--- src/rtl/nes_joypad_pkg.sv ---
// ---------------------------------------------------------------------------
// nes_joypad_pkg
//
// Shared definitions for the NES standard-controller path. The USB HID
// decoders and the joypad serializer both import these.
//
// Contents:
//   BTN_WIDTH           number of buttons on a standard pad (8)
//   BTN_A .. BTN_RIGHT  bit index of each button within the 8-bit state
//                       {right,left,down,up,start,select,b,a}
//   socd_clean()        opposite-direction cleaning of a button vector
// ---------------------------------------------------------------------------
package nes_joypad_pkg;

    localparam int BTN_WIDTH = 8;

    localparam int BTN_A      = 0;
    localparam int BTN_B      = 1;
    localparam int BTN_SELECT = 2;
    localparam int BTN_START  = 3;
    localparam int BTN_UP     = 4;
    localparam int BTN_DOWN   = 5;
    localparam int BTN_LEFT   = 6;
    localparam int BTN_RIGHT  = 7;

    // Games misbehave when a pad reports both opposite directions at once.
    // The cleaner neutralises a conflicting pair by dropping both bits. The
    // up/down pair and the left/right pair are judged independently.
    function automatic logic [BTN_WIDTH-1:0] socd_clean(
        input logic [BTN_WIDTH-1:0] btn,
        input logic                 enable
    );
        logic [BTN_WIDTH-1:0] res;
        res = btn;
        if (enable) begin
            if (btn[BTN_UP] && btn[BTN_DOWN]) begin
                res[BTN_UP]   = 1'b0;
                res[BTN_DOWN] = 1'b0;
            end
            if (btn[BTN_LEFT] && btn[BTN_RIGHT]) begin
                res[BTN_LEFT]  = 1'b0;
                res[BTN_RIGHT] = 1'b0;
            end
        end
        return res;
    endfunction

endpackage

--- src/rtl/nes_joypad_port.sv ---
// ---------------------------------------------------------------------------
// nes_joypad_port
//
// One NES controller port. It models the 4021 shift register inside a
// standard pad. While strobe is high the register keeps reloading from the
// (optionally SOCD-cleaned) buttons. While strobe is low each read pulse
// shifts the register right and feeds a 1 in at the top. That 1-fill
// makes reads past the eighth return 1, as on a real pad, so no counter
// is needed.
//
// Parameters:
//   C_SOCD    1 = clean opposite directions, 0 = pass buttons raw
// Ports:
//   i_clk     core clock, rising edge
//   i_rst_n   asynchronous active-low reset; clears the register
//   i_btn     8-bit button state, active-high
//   i_strobe  latch level; when high the register reloads continuously
//   i_read    one-cycle pulse per CPU read of this port
//   o_data    serial data, the register's bit 0 (registered)
// ---------------------------------------------------------------------------
module nes_joypad_port
    import nes_joypad_pkg::*;
#(
    parameter logic C_SOCD = 1'b1
) (
    input  logic                 i_clk,
    input  logic                 i_rst_n,
    input  logic [BTN_WIDTH-1:0] i_btn,
    input  logic                 i_strobe,
    input  logic                 i_read,
    output logic                 o_data
);

    logic [BTN_WIDTH-1:0] sr_q;
    logic [BTN_WIDTH-1:0] sr_d;

    // Strobe outranks read, so a read that arrives while the CPU is still
    // holding strobe high is lost, as on the real hardware. Nothing special
    // happens when strobe falls. The value loaded on the last strobe-high
    // edge is simply what gets shifted out.
    always_comb begin
        sr_d = sr_q;
        if (i_strobe) begin
            sr_d = socd_clean(i_btn, C_SOCD);
        end else if (i_read) begin
            sr_d = {1'b1, sr_q[BTN_WIDTH-1:1]};
        end
    end

    // Register stage. Reset clears any partial shift. The next strobe
    // starts the sequence again from A.
    always_ff @(posedge i_clk or negedge i_rst_n) begin
        if (!i_rst_n) begin
            sr_q <= '0;
        end else begin
            sr_q <= sr_d;
        end
    end

    assign o_data = sr_q[0];

endmodule

--- src/rtl/nes_joypad_serializer.sv ---
// ---------------------------------------------------------------------------
// nes_joypad_serializer
//
// Emulates both NES standard-controller ports behind $4016/$4017. Each
// player's parallel button state is serialized with the strobe/read
// protocol. Both ports share the strobe. Each port has its own read pulse.
//
// Parameters:
//   C_SOCD     1 = clean opposite directions, 0 = pass directions raw
// Ports:
//   i_clk      core clock, rising edge
//   i_rst_n    asynchronous active-low reset (release already synchronized)
//   i_btn1     player 1 buttons {right,left,down,up,start,select,b,a}
//   i_btn2     player 2 buttons, same encoding
//   i_strobe   level of CPU-written $4016 bit0
//   i_read1    one-cycle pulse per CPU read of $4016
//   i_read2    one-cycle pulse per CPU read of $4017
//   o_data1    serial data, port 1 (1 = pressed)
//   o_data2    serial data, port 2 (1 = pressed)
// ---------------------------------------------------------------------------
module nes_joypad_serializer
    import nes_joypad_pkg::*;
#(
    parameter logic C_SOCD = 1'b1
) (
    input  logic                 i_clk,
    input  logic                 i_rst_n,
    input  logic [BTN_WIDTH-1:0] i_btn1,
    input  logic [BTN_WIDTH-1:0] i_btn2,
    input  logic                 i_strobe,
    input  logic                 i_read1,
    input  logic                 i_read2,
    output logic                 o_data1,
    output logic                 o_data2
);

    nes_joypad_port #(
        .C_SOCD (C_SOCD)
    ) u_port1 (
        .i_clk    (i_clk),
        .i_rst_n  (i_rst_n),
        .i_btn    (i_btn1),
        .i_strobe (i_strobe),
        .i_read   (i_read1),
        .o_data   (o_data1)
    );

    nes_joypad_port #(
        .C_SOCD (C_SOCD)
    ) u_port2 (
        .i_clk    (i_clk),
        .i_rst_n  (i_rst_n),
        .i_btn    (i_btn2),
        .i_strobe (i_strobe),
        .i_read   (i_read2),
        .o_data   (o_data2)
    );

endmodule

--- config.mk ---
export PLATFORM = sky130hd
export DESIGN_NAME = nes_joypad_serializer
export DESIGN_NICKNAME = d
export VERILOG_FILES = /design/src/rtl/nes_joypad_pkg.sv /design/src/rtl/nes_joypad_port.sv /design/src/rtl/nes_joypad_serializer.sv
export SDC_FILE = /design/constraint.sdc
export NUM_CORES = 1
export LEC_CHECK = 0
export BUFFER_PORTS_ARGS = -buffer_cell sky130_fd_sc_hd__buf_4
export CELL_PAD_IN_SITES_DETAIL_PLACEMENT = 0
export CELL_PAD_IN_SITES_GLOBAL_PLACEMENT = 1
export CORE_AREA = 2 2 47 49
export CTS_CLUSTER_SIZE = 40
export DETAILED_ROUTE_END_ITERATION = 8
export DIE_AREA = 0 0 49 51
export HOLD_SLACK_MARGIN = 0.06
export PLACE_DENSITY = 0.88
export SLEW_MARGIN = 20
export SYNTH_ARGS = -nofsm -noshare
export SYNTH_HDL_FRONTEND = slang
export SYNTH_HIERARCHICAL = 1
export SYNTH_SLANG_ARGS = --single-unit
--- constraint.sdc ---
create_clock -name i_clk -period 1.7 [get_ports i_clk]
set_input_delay 0.085 -clock i_clk [delete_from_list [all_inputs] [get_ports i_clk]]
set_output_delay 0.085 -clock i_clk [all_outputs]
set_load 0.005 [all_outputs]
==> metrics, run 1 <==
run status=finished, final reports clean; most frequent cells in the layout=buf_4, dfrtp_1, mux2i_1; Sink Count=16; peak supply drop=562 uV; Syn Area/Cell=11.1 um^2; Starting Density=36.5%; Cell Rows=17; register bit total from synthesis=16; met2 global-route usage=24.4%; Worst Hold Class=in -> reg; RSZ-0062 raised after global routing=no; final antenna-violating net count=0; vias in the first global route=581; # IOs=23; GR Util All Layers=14.8%; post-place setup slack=0.938 ns; cts bufs inserted=3; f_max=1120 MHz; share of cells above drive strength 1=24.5%; final instance area=1060 um^2; H-tree depth=1; Congestion Overflow GR=0; Slew headroom=80.7%; RePlAce Congestion=0.739; Least-Margin Pin Slew=0.290 ns; Post-Route Setup TNS=0 ns; power per cell area=739 nW/um^2; Fillers=197; fin util=51.4%; CTS tree=built; critical path's largest stage delay=0.40 ns; IO Port Bufs=22; Slowest-stage cell, CP=dfrtp_1; core area=2060 um^2; CP Launch Type=flop; height of the die=51 um; Max clock buf depth=2; GRT busiest layer=met2; met1 track utilization from global routing=18.8%; Mapped Nets=89; clk root buf=clkbuf_4; Final period util=52.6%; WL/cell=11.9 um; crit path kind=reg -> out; Seq/Total Area, Yosys=53.2%; die area=2500 um^2; dpl cells=114; 1st-pass router iterations=4; Clock Pin Slew Worst Setup and Hold Paths=0.09 ns; Cell Chain, Critical Path=buf_4; commonest non-fill, non-tap cell in the layout=buf_4; Leak=0.511 nW; final setup margin=0.806 ns; Post-Layout Cell Count=130; Post-Synthesis Cell Area=753 um^2; Syn Inst Count=68; Post-CTS Resized=0; largest net degree at the start of global routing=33; met3 usage=2.63%; diode count=0; area post-placement=908 um^2; die span in x=49 um; crit end category=primary output; clk_skew=0.00509 ns; number of setup buffers added after CTS=0; fin. max-slew vios=0; worst path required time=1.62 ns; Clock Latency Late Sink=0.28 ns; cts hold-fix bufs=13; Yosys Warn Count=6; crit path DAT=0.81 ns; DR vias=592; crit path max fanout=2; first-pass GRT wire length=2.74 mm; final wirelength=1.55 mm; delay-heaviest family, CP=flip-flops; Synth-to-Final Area Change=40.9%; nets=125; initial antenna violation count=0; Final Hold Fails=0; initial drt markers=7; CP bufs+invs=1; Cell variety after synth=8; # DRC=0; Final setup viols=0; max-cap viol count=0; min Tclk post-route=0.894 ns; Via density=4.55
-- cell usage after synthesis --
master	number	share of area (%)
buf_6	4	6.0
dfrtp_1	16	53
mux2i_1	14	19
nand2_1	12	6.0
nand3b_1	4	4.0
nor2_1	2	1.0
o21ai_1	12	8.0
o22ai_1	4	3.3
-- state kept, by name (all words and copies together) (netlist names) --
signal	cells
u_port2/sr_q	8
u_port1/sr_q	8
-- metrics by stage --
step,hold slack [ns],power [mW]
finish,0.0737,0.784
global route,0.0638,0.833
CTS,0.0622,0.792
detailed placement,-0.0431,0.581
global placement,-0.0448,0.574
floorplan,-0.211,0.517
-- layout make-up --
| type | instances | area [um^2] | area share [%] |
|---|---|---|---|
| tap | 28 | 35.0 | 3.30 |
| sequential | 16 | 400 | 37.7 |
| clock buffer | 3 | 22.5 | 2.12 |
| timing repair buffer | 35 | 295 | 27.8 |
| multi-input combinational | 48 | 308 | 29.0 |
-- cells by family (layout without fill, tap and decap cells) --
kind of cell           count (synthesis)  after routing  share of synthesized area [%]
buffers and inverters                  4             38                           5.98
muxes                                 14             14                           18.6
and+or+nand+nor                       18             18                           11.0
DFF                                   16             16                           53.2
AOI/OAI and AO/OA                     16             16                           11.3
-- metal layers --
metal,share of wire (%),routed length [um]
met3,2.7,42
met4,0.91,14
met1,46,711
met2,50,779
met5,0,0
-- final timing paths --
kind	start	end	slack [ns]	depth (start not counted)
min	i_btn2[5]	u_port2/sr_q[4]$_DFFE_PN0P_	0.07	3
max reg2reg	u_port2/sr_q[6]$_DFFE_PN0P_	u_port2/sr_q[5]$_DFFE_PN0P_	0.92	2
max in group asynchronous	i_rst_n	u_port2/sr_q[7]$_DFFE_PN0P_	1.33	2
min in group asynchronous	i_rst_n	u_port2/sr_q[0]$_DFFE_PN0P_	0.19	2
min reg2reg	u_port1/sr_q[6]$_DFFE_PN0P_	u_port1/sr_q[6]$_DFFE_PN0P_	0.56	2
max	u_port2/sr_q[0]$_DFFE_PN0P_	o_data2	0.81	1
-- report_power, final --
part	switching (mW)	leakage [nW]	total, mW	internal, mW
Combinational	0.0657	0.298	0.158	0.0926
Clock	0.106	0.0138	0.188	0.0820
Sequential	0.0206	0.199	0.438	0.417
Total	0.192	0.511	0.784	0.592
No activity file was read; power rests on OpenSTA's default activity.
==> run 2: changes to the inputs <==
--- a/config.mk
+++ b/config.mk
@@ -8,12 +8,12 @@
 export BUFFER_PORTS_ARGS = -buffer_cell sky130_fd_sc_hd__buf_4
 export CELL_PAD_IN_SITES_DETAIL_PLACEMENT = 0
 export CELL_PAD_IN_SITES_GLOBAL_PLACEMENT = 1
-export CORE_AREA = 2 2 47 49
+export CORE_AREA = 2 2 51 53
 export CTS_CLUSTER_SIZE = 40
 export DETAILED_ROUTE_END_ITERATION = 8
-export DIE_AREA = 0 0 49 51
+export DIE_AREA = 0 0 53 55
 export HOLD_SLACK_MARGIN = 0.06
-export PLACE_DENSITY = 0.88
+export PLACE_DENSITY = 0.81
 export SLEW_MARGIN = 20
 export SYNTH_ARGS = -nofsm -noshare
 export SYNTH_HDL_FRONTEND = slang
==> constraint.sdc (replaced) <==
create_clock -name i_clk -period 0.8 [get_ports i_clk]
set_input_delay 0.04 -clock i_clk [delete_from_list [all_inputs] [get_ports i_clk]]
set_output_delay 0.04 -clock i_clk [all_outputs]
set_load 0.005 [all_outputs]
==> run 2 against run 1 <==
The flow now finishes with violations (setup timing). Register-to-register slack worse by 0.96 ns. Routed wire length is 8.1% higher. Critical path type unchanged. Largest power group unchanged. Clock skew is 0.0015 ns lower. Core utilization is 3.1 points lower. Clock-buffer cell count is 1 higher. Critical path depth stayed put. Worst setup slack worse by 0.86 ns. Critical endpoint is now o_data1.
==> metrics, run 2 (synthesis gave the netlist of run 1 again) <==
crit path max fanout=2; die area=2920 um^2; die span in x=53 um; commonest non-fill, non-tap cell in the layout=buf_4; peak supply drop=869 uV; Slowest-stage cell, CP=dfrtp_1; crit path DAT=0.82 ns; Crit path depth=1; min Tclk post-route=0.856 ns; f_max=1170 MHz; sequential share of power=50.8%; hold depth=3; run status=finished with violations; largest net degree at the start of global routing=33; critical path's largest stage delay=0.41 ns; Clock Latency Late Sink=0.29 ns; cts bufs inserted=3; Clock power frac=28.8%; fin. max-slew vios=0; # DRC=0; power per cell area=1610 nW/um^2; Cell Int Power=1.39 mW; CP Launch Type=flop; WL/cell=12.0 um; final antenna-violating net count=0; Least-Margin Pin Slew=0.286 ns; initial drt markers=5; DR vias=632; Sw Ratio=24.1%; GR Util All Layers=12.5%; most frequent cells in the layout=buf_4, dlygate4sd3_1, dfrtp_1; Synth-to-Final Area Change=51.8%; Worst R2R Path Depth=3; final wirelength=1.67 mm; Final Hold Fails=0; crit path kind=reg -> out; share of cells above drive strength 1=25.7%; core area=2360 um^2; vias in the first global route=626; Final period util=107%; Overall Power=1.84 mW; crit end category=primary output; Starting Density=31.9%; CP bufs+invs=1; violated checks=setup timing; clk_skew=0.00360 ns; nets=131; Cell Rows=18; Fillers=218; Via density=4.55; Sink Count=16; initial antenna violation count=0; flip-flop and latch area=400 um^2; dpl cells=116; logic gate share of total power=20.4%; max-cap viol count=0; Post-DP HPWL=1.02 mm; final setup margin=-0.0559 ns; Leak=0.549 nW; area of the multi-input gates=308 um^2; height of the die=55 um; # IOs=23; Clock Pin Slew Worst Setup and Hold Paths=0.09 ns; diode count=0; Congestion Overflow GR=0; fin util=48.4%; Worst Hold Class=in -> reg; Post-Route Setup TNS=-0.164 ns; Top Registers=u_port1/sr_q: 8 flops, u_port2/sr_q: 8 flops; Post-Layout Cell Count=139; Max clock buf depth=2; Slew headroom=81.0%; worst path required time=0.76 ns; 1st-pass router iterations=4; Cell Chain, Critical Path=buf_6; first-pass GRT wire length=2.60 mm; delay-heaviest family, CP=flip-flops; CTS tree=built; RePlAce Congestion=0.714; switching pwr=443 uW; clk root buf=clkbuf_4; RSZ-0062 raised after global routing=yes; IO Port Bufs=22; H-tree depth=1; Final setup viols=4
## run 2: changes by cell type in the layout (fill, tap and decap cells not counted), sizes merged
cell / change
clkbuf: +1
dlygate4sd3: +4
buf: +2
## run 2: metrics by stage
stage / instance area (um^2) / hold slack (ns) / setup WS [ns]
after detailed placement: 911 / -0.0892 / 0.0679
after global placement: 911 / -0.0894 / 0.0782
after floorplan: 753 / -0.256 / 0.122
after global routing: 1140 / 0.0931 / -0.0958
after CTS: 1140 / 0.0950 / -0.0608
final: 1140 / 0.113 / -0.0559
## run 2: what timing repair did
action | 4_1_cts | 5_1_grt
pin swaps | 0 | 1
endpoints found under the setup margin | 2 | 4
hold buffers | 17 | 0
setup buffers | 2 | 0
gates resized for setup | 2 | 1
endpoints found under the hold margin | 32 | 0
## run 2: area by class of cell
cell class                 instances  share of cell area, %
clock buffer                       4                   3.17
multi-input combinational         48                   26.9
sequential                        16                   35.0
tap                               30                   3.28
timing repair buffer              41                   31.6
## run 2: power groups by stage
| stage | Combinational, mW | Clock (mW) | Sequential (mW) |
|---|---|---|---|
| 3_3_place_gp | 0.281 | 0 | 0.941 |
| 4_1_cts | 0.374 | 0.561 | 0.930 |
| 6_report | 0.375 | 0.529 | 0.933 |
| 3_5_place_dp | 0.287 | 0 | 0.945 |
| 2_1_floorplan | 0.165 | 0 | 0.934 |
| 5_1_grt | 0.410 | 0.598 | 0.941 |
## run 2: path summary, 6_finish.rpt
kind | start | endpoint | slack (ns)
worst max-delay path | u_port1/sr_q[0]$_DFFE_PN0P_ | o_data1 | -0.06
worst min-delay path | i_read2 | u_port2/sr_q[7]$_DFFE_PN0P_ | 0.11
worst max register to register | u_port1/sr_q[0]$_DFFE_PN0P_ | u_port1/sr_q[0]$_DFFE_PN0P_ | -0.04
worst min register to register | u_port2/sr_q[6]$_DFFE_PN0P_ | u_port2/sr_q[6]$_DFFE_PN0P_ | 0.56
max in group asynchronous | i_rst_n | u_port1/sr_q[7]$_DFFE_PN0P_ | 0.48
min in group asynchronous | i_rst_n | u_port2/sr_q[7]$_DFFE_PN0P_ | 0.14
## run 2: layer usage
metal  up-vias  global-route usage (%)  part of all wire (%)
met1       300                    13.7                    43
met4         0                    10.7                   1.6
met2         6                    22.3                    55
li1        324                       -                     -
met3         2                   0.806                  0.54
met5         -                       0                     0
==> run 3: changes to the inputs <==
--- a/config.mk
+++ b/config.mk
@@ -8,12 +8,12 @@
 export BUFFER_PORTS_ARGS = -buffer_cell sky130_fd_sc_hd__buf_4
 export CELL_PAD_IN_SITES_DETAIL_PLACEMENT = 0
 export CELL_PAD_IN_SITES_GLOBAL_PLACEMENT = 1
-export CORE_AREA = 2 2 51 53
+export CORE_AREA = 2 2 47 49
 export CTS_CLUSTER_SIZE = 40
 export DETAILED_ROUTE_END_ITERATION = 8
-export DIE_AREA = 0 0 53 55
+export DIE_AREA = 0 0 49 51
 export HOLD_SLACK_MARGIN = 0.06
-export PLACE_DENSITY = 0.81
+export PLACE_DENSITY = 0.88
 export SLEW_MARGIN = 20
 export SYNTH_ARGS = -nofsm -noshare
 export SYNTH_HDL_FRONTEND = slang
==> constraint.sdc (replaced) <==
create_clock -name i_clk -period 1 [get_ports i_clk]
set_input_delay 0.05 -clock i_clk [delete_from_list [all_inputs] [get_ports i_clk]]
set_output_delay 0.05 -clock i_clk [all_outputs]
set_load 0.005 [all_outputs]
==> run 3 against run 2 <==
First-iteration DRC count up 40%. Register-to-register slack improved by 0.26 ns. The run now ends clean. Clock power shrank 20%. Cell count shrank 2.9%. Non-clock buffer count fell by 2. Clock skew is 0.0020 ns lower.
==> metrics, run 3 (synthesis gave the netlist of run 1 again) <==
Least-Margin Pin Slew=0.291 ns; Sw Ratio=24.0%; CP bufs+invs=1; f_max=1150 MHz; fin. max-slew vios=0; final wirelength=1.56 mm; Synth-to-Final Area Change=48.0%; max-cap viol count=0; Cell Int Power=1.10 mW; min Tclk post-route=0.868 ns; Final period util=86.8%; Leak=0.535 nW; Post-CTS Resized=0; Post-Route Setup TNS=0 ns; crit path kind=reg -> out; Congestion Overflow GR=0; Worst Hold Class=in -> reg; crit end category=primary output; RSZ-0062 raised after global routing=no; Max clock buf depth=2; clk root buf=clkbuf_4; cts bufs inserted=3; crit path max fanout=2; die area=2500 um^2; vias in the first global route=575; IO Port Bufs=22; Final setup viols=0; DR vias=601; initial drt markers=7; power per cell area=1300 nW/um^2; 1st-pass router iterations=3; RePlAce Congestion=0.739; Clock power frac=29.2%; largest net degree at the start of global routing=33; Fillers=186; run status=finished, final reports clean; height of the die=51 um; sequential share of power=51.4%; Slowest-stage cell, CP=dfrtp_1; CTS tree=built; switching pwr=346 uW; first-pass GRT wire length=2.59 mm; crit path DAT=0.82 ns; WHS=0.122 ns; logic gate share of total power=19.5%; share of cells above drive strength 1=24.3%; nets=129; most frequent cells in the layout=buf_4, dlygate4sd3_1, dfrtp_1; Top Registers=u_port1/sr_q: 8 flops, u_port2/sr_q: 8 flops; H-tree depth=1; Slew headroom=80.6%; Cell Chain, Critical Path=buf_4; commonest non-fill, non-tap cell in the layout=buf_4; Final Hold Fails=0; core area=2060 um^2; initial antenna violation count=0; worst path required time=0.95 ns; clk_skew=0.00155 ns; diode count=0; final antenna-violating net count=0; Via density=4.45; critical path's largest stage delay=0.40 ns; peak supply drop=835 uV; Cell Rows=17; # DRC=0; CP Launch Type=flop; die span in x=49 um; Starting Density=36.5%; GR Util All Layers=13.9%; WL/cell=11.5 um; # IOs=23; Clock Latency Late Sink=0.28 ns; Clock Pin Slew Worst Setup and Hold Paths=0.09 ns; delay-heaviest family, CP=flip-flops; Sink Count=16; Overall Power=1.44 mW; R2R Setup Slk=0.22 ns
-- run 3: worst paths after layout --
check                                                  from                           to  depth (start not counted)
worst max-delay path            u_port2/sr_q[0]$_DFFE_PN0P_                      o_data2                          1
worst min-delay path                                i_read2  u_port2/sr_q[7]$_DFFE_PN0P_                          3
worst max register to register  u_port2/sr_q[6]$_DFFE_PN0P_  u_port2/sr_q[5]$_DFFE_PN0P_                          2
worst min register to register  u_port1/sr_q[6]$_DFFE_PN0P_  u_port1/sr_q[6]$_DFFE_PN0P_                          2
max in group asynchronous                           i_rst_n  u_port1/sr_q[5]$_DFFE_PN0P_                          2
min in group asynchronous                           i_rst_n  u_port2/sr_q[0]$_DFFE_PN0P_                          2
-- run 3: layout make-up --
class	count	area, um^2	area share (%)
clock buffer	4	36.3	3.25
multi-input combinational	48	308	27.6
sequential	16	400	35.9
tap	28	35.0	3.14
timing repair buffer	39	335	30.1
-- run 3: power groups by stage --
stage / clock network, mW / logic (mW) / registers (mW)
finish: 0.421 / 0.281 / 0.743
global placement: 0 / 0.223 / 0.753
floorplan: 0 / 0.132 / 0.747
global route: 0.466 / 0.313 / 0.751
CTS: 0.438 / 0.283 / 0.743
detailed placement: 0 / 0.230 / 0.756
-- run 3: per-layer routing --
metal	part of all wire, %	track usage [%]	vias to the layer above
met4	1.3	5.71	0
met2	50	23.1	12
met3	2.7	3.51	2
li1	-	-	320
met5	0	0	-
met1	45	17.5	267
-- run 3: timing repair --
item	CTS	global route
buffers inserted	0	0
endpoints found under the setup margin	0	0
hold endpoints to repair	32	0
hold buffers	17	0
-- run 3: through the flow --
stage / instances / utilization (%) / cell area [um^2] / setup slack, ns
final: 135 / 54.0 / 1110 / 0.132
after global routing: 135 / 54.0 / 1110 / 0.0856
after CTS: 135 / 54.0 / 1110 / 0.120
after detailed placement: 114 / 44.0 / 908 / 0.244
after global placement: 114 / 44.0 / 908 / 0.290
after floorplan: 68 / - / 753 / 0.322
